[src/rtl/lsu_bram_ctrl.sv]
// Load/store unit front-end for a single-port 32-bit block RAM.
// Accepts one CPU request at a time, performs the RAM access and returns an aligned, extended response.
module lsu_bram_ctrl #(
    parameter int RAM_ADDR_WIDTH = 13,
    parameter int RAM_BUS_WIDTH  = 32
) (
    input  logic                      clk,
    input  logic                      rst_n,
    input  logic                      req_valid,
    output logic                      req_ready,
    input  logic                      req_write,
    input  logic [1:0]                req_size,
    input  logic                      req_unsigned,
    input  logic [31:0]               req_addr,
    input  logic [31:0]               req_wdata,
    output logic                      resp_valid,
    input  logic                      resp_ready,
    output logic [31:0]               resp_rdata,
    output logic                      resp_err,
    output logic [RAM_ADDR_WIDTH-1:0] ram_addr,
    output logic [3:0]                ram_we,
    output logic [RAM_BUS_WIDTH-1:0]  ram_wdata,
    input  logic [RAM_BUS_WIDTH-1:0]  ram_rdata
);

    typedef enum logic [1:0] {
        ST_IDLE   = 2'd0,
        ST_ACCESS = 2'd1,
        ST_WAIT   = 2'd2,
        ST_RESP   = 2'd3
    } state_t;

    state_t                    state_r;
    logic                      req_ready_r;
    logic                      resp_valid_r;
    logic                      resp_err_r;
    logic [31:0]               resp_rdata_r;
    logic [RAM_ADDR_WIDTH-1:0] ram_addr_r;
    logic [3:0]                ram_we_r;
    logic [RAM_BUS_WIDTH-1:0]  ram_wdata_r;
    logic                      write_r;
    logic [1:0]                size_r;
    logic [1:0]                lane_r;
    logic                      uns_r;

    logic                      acc_err_s;
    logic [3:0]                acc_we_s;
    logic [RAM_BUS_WIDTH-1:0]  acc_wdata_s;

    function automatic logic req_illegal(input logic [1:0] size, input logic [31:0] addr);
        logic res;
        case (size)
            2'b00:   res = 1'b0;
            2'b01:   res = addr[0];
            2'b10:   res = (addr[1:0] != 2'b00);
            default: res = 1'b1;
        endcase
        return res | ((addr >> (RAM_ADDR_WIDTH + 2)) != 32'd0);
    endfunction

    function automatic logic [3:0] store_we(input logic [1:0] size, input logic [1:0] lane);
        logic [3:0] res;
        case (size)
            2'b00:   res = 4'b0001 << lane;
            2'b01:   res = lane[1] ? 4'b1100 : 4'b0011;
            2'b10:   res = 4'b1111;
            default: res = 4'b0000;
        endcase
        return res;
    endfunction

    function automatic logic [31:0] store_data(input logic [1:0] size, input logic [31:0] wdata);
        logic [31:0] res;
        case (size)
            2'b00:   res = {4{wdata[7:0]}};
            2'b01:   res = {2{wdata[15:0]}};
            default: res = wdata;
        endcase
        return res;
    endfunction

    function automatic logic [31:0] load_extend(input logic [31:0] word, input logic [1:0] size,
                                                input logic [1:0] lane, input logic uns);
        logic [31:0] byte_s;
        logic [31:0] half_s;
        logic [31:0] res;
        byte_s = word >> {lane, 3'b000};
        half_s = word >> {lane[1], 4'b0000};
        case (size)
            2'b00:   res = uns ? {24'd0, byte_s[7:0]} : {{24{byte_s[7]}}, byte_s[7:0]};
            2'b01:   res = uns ? {16'd0, half_s[15:0]} : {{16{half_s[15]}}, half_s[15:0]};
            default: res = word;
        endcase
        return res;
    endfunction

    // Decode the incoming request: legality, byte enables and lane-replicated data
    always_comb begin
        acc_err_s   = req_illegal(req_size, req_addr);
        acc_we_s    = store_we(req_size, req_addr[1:0]);
        acc_wdata_s = store_data(req_size, req_wdata);
    end

    // Request/response FSM with all outputs registered
    always_ff @(posedge clk or negedge rst_n) begin
        if (!rst_n) begin
            state_r      <= ST_IDLE;
            req_ready_r  <= 1'b1;
            resp_valid_r <= 1'b0;
            resp_err_r   <= 1'b0;
            resp_rdata_r <= 32'd0;
            ram_addr_r   <= '0;
            ram_we_r     <= 4'd0;
            ram_wdata_r  <= '0;
            write_r      <= 1'b0;
            size_r       <= 2'd0;
            lane_r       <= 2'd0;
            uns_r        <= 1'b0;
        end else begin
            case (state_r)
                ST_IDLE: begin
                    if (req_valid) begin
                        req_ready_r <= 1'b0;
                        ram_addr_r  <= req_addr[RAM_ADDR_WIDTH+1:2];
                        write_r     <= req_write;
                        size_r      <= req_size;
                        lane_r      <= req_addr[1:0];
                        uns_r       <= req_unsigned;
                        if (acc_err_s) begin
                            state_r      <= ST_RESP;
                            resp_valid_r <= 1'b1;
                            resp_err_r   <= 1'b1;
                            resp_rdata_r <= 32'd0;
                        end else begin
                            state_r <= ST_ACCESS;
                            if (req_write) begin
                                ram_we_r    <= acc_we_s;
                                ram_wdata_r <= acc_wdata_s;
                            end
                        end
                    end
                end
                ST_ACCESS: begin
                    ram_we_r <= 4'd0;
                    if (write_r) begin
                        state_r      <= ST_RESP;
                        resp_valid_r <= 1'b1;
                        resp_err_r   <= 1'b0;
                        resp_rdata_r <= 32'd0;
                    end else begin
                        state_r <= ST_WAIT;
                    end
                end
                ST_WAIT: begin
                    // RAM read data for the address driven in ACCESS is valid now
                    state_r      <= ST_RESP;
                    resp_valid_r <= 1'b1;
                    resp_err_r   <= 1'b0;
                    resp_rdata_r <= load_extend(ram_rdata, size_r, lane_r, uns_r);
                end
                ST_RESP: begin
                    if (resp_ready) begin
                        state_r      <= ST_IDLE;
                        resp_valid_r <= 1'b0;
                        req_ready_r  <= 1'b1;
                    end
                end
                default: begin
                    state_r      <= ST_IDLE;
                    req_ready_r  <= 1'b1;
                    resp_valid_r <= 1'b0;
                    ram_we_r     <= 4'd0;
                end
            endcase
        end
    end

    assign req_ready  = req_ready_r;
    assign resp_valid = resp_valid_r;
    assign resp_err   = resp_err_r;
    assign resp_rdata = resp_rdata_r;
    assign ram_addr   = ram_addr_r;
    assign ram_we     = ram_we_r;
    assign ram_wdata  = ram_wdata_r;

endmodule

[config.mk]
export PLATFORM = sky130hd
export DESIGN_NAME = lsu_bram_ctrl
export DESIGN_NICKNAME = d
export VERILOG_FILES = /design/src/rtl/lsu_bram_ctrl.sv
export SDC_FILE = /design/constraint.sdc
export NUM_CORES = 1
export LEC_CHECK = 0
export CORE_AREA = 2 2 145 76
export DETAILED_ROUTE_END_ITERATION = 10
export DIE_AREA = 0 0 147 78
export PLACE_DENSITY = 0.92
export RECOVER_POWER = 100
export SYNTH_ARGS = -nofsm -noshare
export SYNTH_HDL_FRONTEND = slang
export SYNTH_SLANG_ARGS = --single-unit
[constraint.sdc]
create_clock -name clk -period 5.4 [get_ports clk]
set_input_delay 1.35 -clock clk [delete_from_list [all_inputs] [get_ports clk]]
set_output_delay 1.35 -clock clk [all_outputs]
set_load 0.03 [all_outputs]
* Yosys cells after proc, flatten, opt, wreduce, memory -nomap -nowiden *
Cells that the tools add are included.

storage, ports and cells
  word-level logic and storage cells = 74
  register bits = 92
  output and inout bits = 84
  bits of input ports = 104

cells by class
  reductions and logical operators = 15
  muxes and demuxes = 30
  equal/unequal tests = 12
  bitwise logic cells = 2
  shifts and indexed selects = 3

operators by type and width
  kind                   count
  $mux W32               5
  $pmux W32 S2           2
  $pmux W32 S3           1
  $reduce_bool A32 Y1    1
  $shr A32 B5 Y16        1
  $shr A32 B5 Y8         1
  $mux W4                4
  $reduce_and A4 Y1      4
  $ne A2 B2 Y1 const B   6
  $pmux W4 S3            1
  $mux W1                8
  $pmux W2 S4            1
  $pmux W4 S2            1
  $eq A2 B1 Y1 const B   3
  $eq A2 B2 Y1 const B   3
  $logic_not A2 Y1       3
  $mux W2                3
  $pmux W1 S3            2
  $reduce_bool A2 Y1     3
  $pmux W1 S4            1
  $reduce_and A2 Y1      2
  $shl A1 B2 Y4 const A  1
  $reduce_and A3 Y1      1
  $reduce_bool A3 Y1     1
  3 further kinds        3

* Depth between registers and ports, before layout *
Gate-level depths: netlist of the first run.

  depth after elaboration = 6
  gate-level depth with buffers = 9
  gate-level depth less buffers = 7

* Worst setup path after synthesis of the first run *
OpenSTA, ideal clock, no wires.

  kind = input to register
  from = input port req_size[0]
  to = register ram_wdata_r[0], in the netlist ram_wdata[0]
  buffers on the path = 2
  setup slack = 2.589 ns
  stages on the path = 6
  setup time = 0.128 ns
  arrival = 2.683 ns
  data required time = 5.272 ns
  cells stage by stage = buf_6 -> a211oi_2 -> nand4_1 -> nor4_4 -> buf_4 -> mux2_1

on the way
  cells in the longest elaborated chain, start to end = 5
  elaborated cells on any way between the ends = 7
  classes of those cells = 2 x eq/ne; 1 x mux; 2 x bitwise; 2 x reduce/logical

ends and longest elaborated chain
  element                               line  text
  from (decl)                           12    input logic [1:0] req_size,
  $eq A2 B2 Y1 (tied with other cells)  52    case (size)
  $pmux W1 S3 *                         52
  $or A1 B1 Y1 *                        58    return res | ((addr >> (RAM_ADDR_WIDTH + 2)) != 32'd0);
  $not A1 Y1 (no line) *                n/a
  $reduce_and A4 Y1 (no line) *         n/a
  to (signal assigned)                  138   ram_wdata_r <= acc_wdata_s;
  to (decl)                             40    logic [RAM_BUS_WIDTH-1:0] ram_wdata_r;

Mark *: on every way between the ends. The rest lies on a longest branch, timed or not.
A chain may end at the register's enable or synchronous reset.

==> results of run 1 <==
-- cells by family after synthesis --
kind of cell,after synthesis
flops,92
fa+ha+maj,5
buf+inv,48
simple gates,110
mux,73
compound gates,118
-- flip-flops by register name, indices dropped and copies added (netlist names) --
| register | cells |
|---|---|
| lane_r | 2 |
| ram_addr | 13 |
| ram_wdata | 32 |
| ram_we | 4 |
| req_ready | 1 |
| resp_err | 1 |
| resp_rdata | 32 |
| resp_valid | 1 |
| size_r | 2 |
| state_r | 2 |
| uns_r | 1 |
| write_r | 1 |
-- routing by layer --
metal	vias up	part of all wire, %
met5	-	0
met4	0	1.4
met3	18	5.7
met2	127	50
met1	1968	43
li1	1935	-
-- final cells by class --
class | count | area share, %
well taps | 140 | 2.53
clock inverters | 7 | 1.32
clock buffers | 9 | 3.25
flip-flops and latches | 92 | 33.2
repair buffers | 192 | 27.6
inverters | 17 | 0.921
multi-input cells | 306 | 31.2
-- worst max-delay path by stage --
stage / slack (ns) / endpoint / start
floorplan: 2.59 / ram_wdata[0] / req_size[0]
global placement: 1.32 / ram_wdata[26] / req_size[0]
detailed placement: 1.29 / ram_wdata[26] / req_size[0]
CTS: 1.63 / ram_wdata[29] / req_size[0]
global route: 0.80 / resp_rdata[21] / rst_n
finish: 1.42 / resp_rdata[1] / rst_n
-- stage by stage --
stage               total power, uW  setup WS, ns  hold WS, ns  util, %  std cells
floorplan                      2050          2.59        0.465        -        446
global placement               2540          1.32        0.459     65.7        747
detailed placement             2590          1.29        0.466     65.7        747
CTS                            3260          1.63        0.481     68.9        763
global route                   3380         0.800        0.492     68.7        763
finish                         3170          1.42        0.472     68.7        763
-- layout by cell type (no fill, tap or decap), types with 14 or more instances in the layout --
cell	Yosys	layout
clkdlybuf4s50_1	0	100
a21oi_1	28	28
nand2_1	45	45
nor2b_1	19	19
mux2i_1	34	34
mux2_2	24	24
o21ai_0	25	27
mux2_1	15	15
dfrtp_1	91	91
o221ai_1	14	14
nor2_1	25	25
dlygate4sd3_1	0	86
o31ai_1	18	18
inv_1	17	17
-- where the power goes --
part / switching (uW) / internal, uW / leakage (uW)
clock: 263 / 404 / 0.000155
sequential: 165 / 869 / 0.00121
combinational: 877 / 595 / 0.00183
total: 1310 / 1870 / 0.00320
==> metrics, run 1 <==
reg2reg end=resp_rdata[21]; share of cells above drive strength 1=8.51%; die height=78 um; met2 Resource Use GR=40.6%; post-CTS setup buffers=0; CP Depth=2; First-pass DRT Iterations=4; fin area=6930 sq um; Yosys reg bits=92; Setup CP Type=input pin to async pin; post-synth top area cell=dfrtp_1; register area=2300 sq um; Synth Area in Compound Gates=16.6%; Critical-path top delay cell=clkbuf_1; row cnt=26; Synth Area in XOR/XNOR=0%; min-delay src=resp_rdata[15]; DP Area=6630 sq um; drt first-iter violations=189; RSZ-0062 raised after global routing=no; CP Cell Sequence=clkbuf_1 -> clkbuf_2; Critical Path Start Type=input pin; Post-CTS Resized=0; worst min path class=flip-flop to flip-flop; hold endpoint=resp_rdata[15]; Worst EP required=5.66 ns; library cells used by synthesis=42; worst reg2reg path startpoint=state_r[0]; largest net degree at the start of global routing=66; Final ANT Viol Nets=0; number of flops mapped to enable cells by yosys=0; asr flop ratio synth=100%; fin crit period=3.98 ns; sequential share of the synthesized area=49.1%; Routed WL=12900 um; largest fanout on the critical path=48; clk_lat worst skew=0.33 ns; power density over the cells=458 nW/um^2; multiplexer share of the synthesized area=16.6%; fin nets=727; hpwl dp=9400 um; Ys Warns=0; CP Capture Type=async pin; flop2flop setup slack=2.25 ns; Worst-Margin Slew=2.42 ns; worst path bufs/invs=2; count leader, synth=dfrtp_1; post-synthesis adder-cell area fraction=1.33%; synth top area cells=dfrtp_1 (49%), mux2i_1 (7.3%), mux2_2 (5.8%); CTS buffer count=9; Core Area=10100 sq um; n_diodes=0; I/O pins=188; initial antenna violation count=0; Hold Vio Cnt, Final=0; routability congestion estimate=0.789; Fill cells=772; Syn Area/Cell=10.5 sq um; die area=11500 sq um; Clock Pin Slew Worst Setup and Hold Paths=0.06 ns; Root Buffer=clkbuf_16; M1 GR Usage=29.9%; setup TNS=0 ns; worst clock skew=0.00608 ns; M3 GR Usage=5.94%; # setup viols final=0; H-tree depth=3; crit share post-route=73.6%; GR Overflow Total=0; CTS tree=done; CTS Hold Bufs=0; residual DRC count=0; area grow syn2layout=47.7%; Post-Synthesis Cells=446; Die Wd=147 um; Post-Synth Simple-Gate Area=11.4%; Worst slew margin=-61.1%; FMAX=0.252 GHz; Buffers on Ports=187; first-pass GRT wire length=21400 um; max cap viols=1; mapped cell area=4690 sq um; worst stage delay on the critical path=1.69 ns; Critical Path AT=4.24 ns; Max rail drop VDD=0.231 mV; Most used DFF post-synth=dfrtp_1; main combinational cell family by area after synthesis=multiplexers; clock sinks=92; via count=4048; footprint of the multi-input gates=2160 sq um; Synth top area share=48.6%; vias in the first global route=4204; Final Max Slew Viols=46; failing checks=capacitance limit, slew limit; routed len/inst=16.9 um; GRT Total Usage=23.5%; CTS Buffer Depth=2; WHS Path Cells=2; Starting Density=46.5%; R2R cell count=7; DR vias/cell=5.31; leakage=0.00320 uW; Syn Nets=555; Post-synth top cells=dfrtp_1 (91), nand2_1 (45), mux2i_1 (34), a21oi_1 (28); gr busiest metal=met2; outcome=finished, violations left; critical path's top delay family=buffers and inverters
Note: power is estimated with default switching activity, not from simulation.
==> inputs of run 2 (changes only) <==
--- a/config.mk
+++ b/config.mk
@@ -5,10 +5,10 @@
 export SDC_FILE = /design/constraint.sdc
 export NUM_CORES = 1
 export LEC_CHECK = 0
-export CORE_AREA = 2 2 145 76
+export CORE_AREA = 2 2 157 82
 export DETAILED_ROUTE_END_ITERATION = 10
-export DIE_AREA = 0 0 147 78
-export PLACE_DENSITY = 0.92
+export DIE_AREA = 0 0 159 84
+export PLACE_DENSITY = 0.84
 export RECOVER_POWER = 100
 export SYNTH_ARGS = -nofsm -noshare
 export SYNTH_HDL_FRONTEND = slang
==> constraint.sdc (replaced) <==
create_clock -name clk -period 3.4 [get_ports clk]
set_input_delay 0.85 -clock clk [delete_from_list [all_inputs] [get_ports clk]]
set_output_delay 0.85 -clock clk [all_outputs]
set_load 0.03 [all_outputs]
==> metrics, run 2 (synthesis results as in run 1) <==
outcome=finished, violations left; failing checks=capacitance limit, slew limit; CP Capture Type=flip-flop; GR Overflow Total=0 (unchanged); first-pass GRT wire length=22400 um (+4.6%); commonest cells after routing, fill and taps aside=clkdlybuf4s50_1 (101), dfrtp_1 (91), dlygate4sd3_1 (85); share of cells above drive strength 1=8.92% (+0.41 points); Hold Vio Cnt, Final=0 (unchanged); initial antenna violation count=0 (unchanged); dpl ws=0.256 ns (-1.04 ns); post-layout util=57.3% (-11 points); max cap viols=1 (unchanged); Critical Path AT=3.20 ns (-1.04 ns); I/O pins=188 (unchanged); Clock Pin Slew Worst Setup and Hold Paths=0.07 ns (about the same); leakage=0.00320 uW (about the same); WHS=0.474 ns (+0.00197 ns); setup TNS=0 ns (unchanged); DR vias/cell=5.12 (-3.5%); via count=4084 (+0.89%); Switch Pwr=2140 uW (+64%); CTS tree=done; Worst-Margin Slew=2.15 ns (-0.261 ns); Post-CTS Resized=0 (unchanged); Reg power frac=31.5% (-1.1 points); routed len/inst=17.3 um (+1.9%); critical path's top delay family=compound AO/OA/AOI/OAI gates; Fill cells=1048 (+36%); area grow syn2layout=48.9%; Routed WL=13800 um (+6.6%); die area=13400 sq um (+16%); clock sinks=92 (unchanged); PnR worst setup slack=0.418 ns (-1.01 ns); Buffers on Ports=187 (unchanged); # setup viols final=0 (unchanged); largest fanout on the critical path=7 (-85%); clk_lat worst skew=0.33 ns (about the same); crit share post-route=87.7%; Critical Path Start Type=input pin; worst stage delay on the critical path=0.73 ns (-0.96 ns); FMAX=0.335 GHz; RSZ-0062 raised after global routing=no; Int Pwr=2960 uW (+58%); fin nets=732 (+0.69%); largest net degree at the start of global routing=85 (+29%); die height=84 um (+7.7%); Worst slew margin=-43.7% (+17 points); Worst EP required=3.62 ns (-2.04 ns); First-pass DRT Iterations=7 (+3); worst min path class=flip-flop to flip-flop; n_diodes=0 (unchanged); CP Cell Sequence=clkdlybuf4s50_1 -> inv_1 -> o31ai_1 -> nor3_1 -> a211oi_1 -> mux2_2; hpwl dp=10500 um (+11%); H-tree depth=3 (unchanged); worst path bufs/invs=2 (unchanged); Core Area=12200 sq um (+21%); switch share=42.0% (+0.86 points); Starting Density=38.5% (-8.0 points); Root Buffer=clkbuf_16; part of the power in combinational logic=48.9% (+2.5 points); Critical-path top delay cell=o31ai_1; post-CTS setup buffers=0 (unchanged); vias in the first global route=4277 (+1.7%); worst clock skew=0.0127 ns (+0.00659 ns); row cnt=29 (+12%); GRT Total Usage=21.0% (-2.5 points); residual DRC count=0 (unchanged); power density over the cells=730 nW/um^2 (+59%); Final Max Slew Viols=85 (+85%); Final ANT Viol Nets=0 (unchanged); fin crit period=2.98 ns; CTS buffer count=9 (unchanged); CTS Buffer Depth=2 (unchanged); CTS Hold Bufs=0 (unchanged); routability congestion estimate=0.845 (+7.1%); Max rail drop VDD=0.543 mV (+140%); commonest non-fill, non-tap cell in the layout=clkdlybuf4s50_1; Setup CP Type=input pin to flip-flop; drt first-iter violations=159 (-16%); Clk pwr share=19.6% (-1.4 points); Die Wd=159 um (+8.2%)
-- run 2: changes by cell type in the layout (fill, tap and decap cells not counted), moves of 2 or more --
| cell | delta |
|---|---|
| clkinvlp_4 | +2 |
| clkbuf_1 | +3 |
| buf_4 | +5 |
| clkinv_2 | -3 |
-- run 2: worst paths after layout --
kind	start	endpoint	slack [ns]	cells after the start
max	req_size[1]	resp_valid	0.42	6
min	resp_rdata[28]	resp_rdata[28]	0.47	2
max reg2reg	state_r[0]	resp_rdata[29]	1.14	4
min reg2reg	resp_rdata[28]	resp_rdata[28]	0.47	2
max in group asynchronous	rst_n	uns_r	0.99	2
min in group asynchronous	rst_n	ram_wdata[12]	1.13	1
-- run 2: per-stage QoR --
stage	cells	area [sq um]	total power, uW
2_1_floorplan	446	4690	3260
3_3_place_gp	782	6710	4130
3_5_place_dp	782	6710	4210
4_1_cts	798	7000	5230
5_1_grt	798	6980	5410
6_report	798	6980	5100
-- run 2: worst min-delay path, delay by kind of cell (launching register included) --
family,cells,cell delay (ns)
compound gates,1,0.05
flops,1,0.34
simple gates,1,0.05
-- run 2: area by class of cell --
| cell class | instances | area [sq um] | share of cell area (%) |
|---|---|---|---|
| Clock buffer | 11 | 233 | 3.33 |
| Clock inverter | 5 | 61.3 | 0.878 |
| Inverter | 17 | 63.8 | 0.914 |
| Multi-Input combinational cell | 306 | 2160 | 31.0 |
| Sequential cell | 92 | 2300 | 33.0 |
| Tap cell | 170 | 213 | 3.05 |
| Timing Repair Buffer | 197 | 1950 | 27.9 |
-- run 2: per-layer routing --
metal | part of all wire, % | up-vias | global-route usage (%) | wire length (um)
li1 | - | 1939 | - | -
met1 | 47 | 1994 | 28.6 | 6480
met2 | 45 | 141 | 32.8 | 6180
met3 | 7.0 | 10 | 7.00 | 967
met4 | 1.0 | 0 | 4.21 | 138
met5 | 0 | - | 0 | 0
-- run 2: power by group through the flow --
stage / Combinational [uW] / Clock [uW] / Sequential (uW)
global placement: 2520 / 0 / 1610
CTS: 2590 / 1020 / 1610
floorplan: 1280 / 0 / 1980
finish: 2490 / 999 / 1610
global route: 2690 / 1080 / 1650
detailed placement: 2580 / 0 / 1630
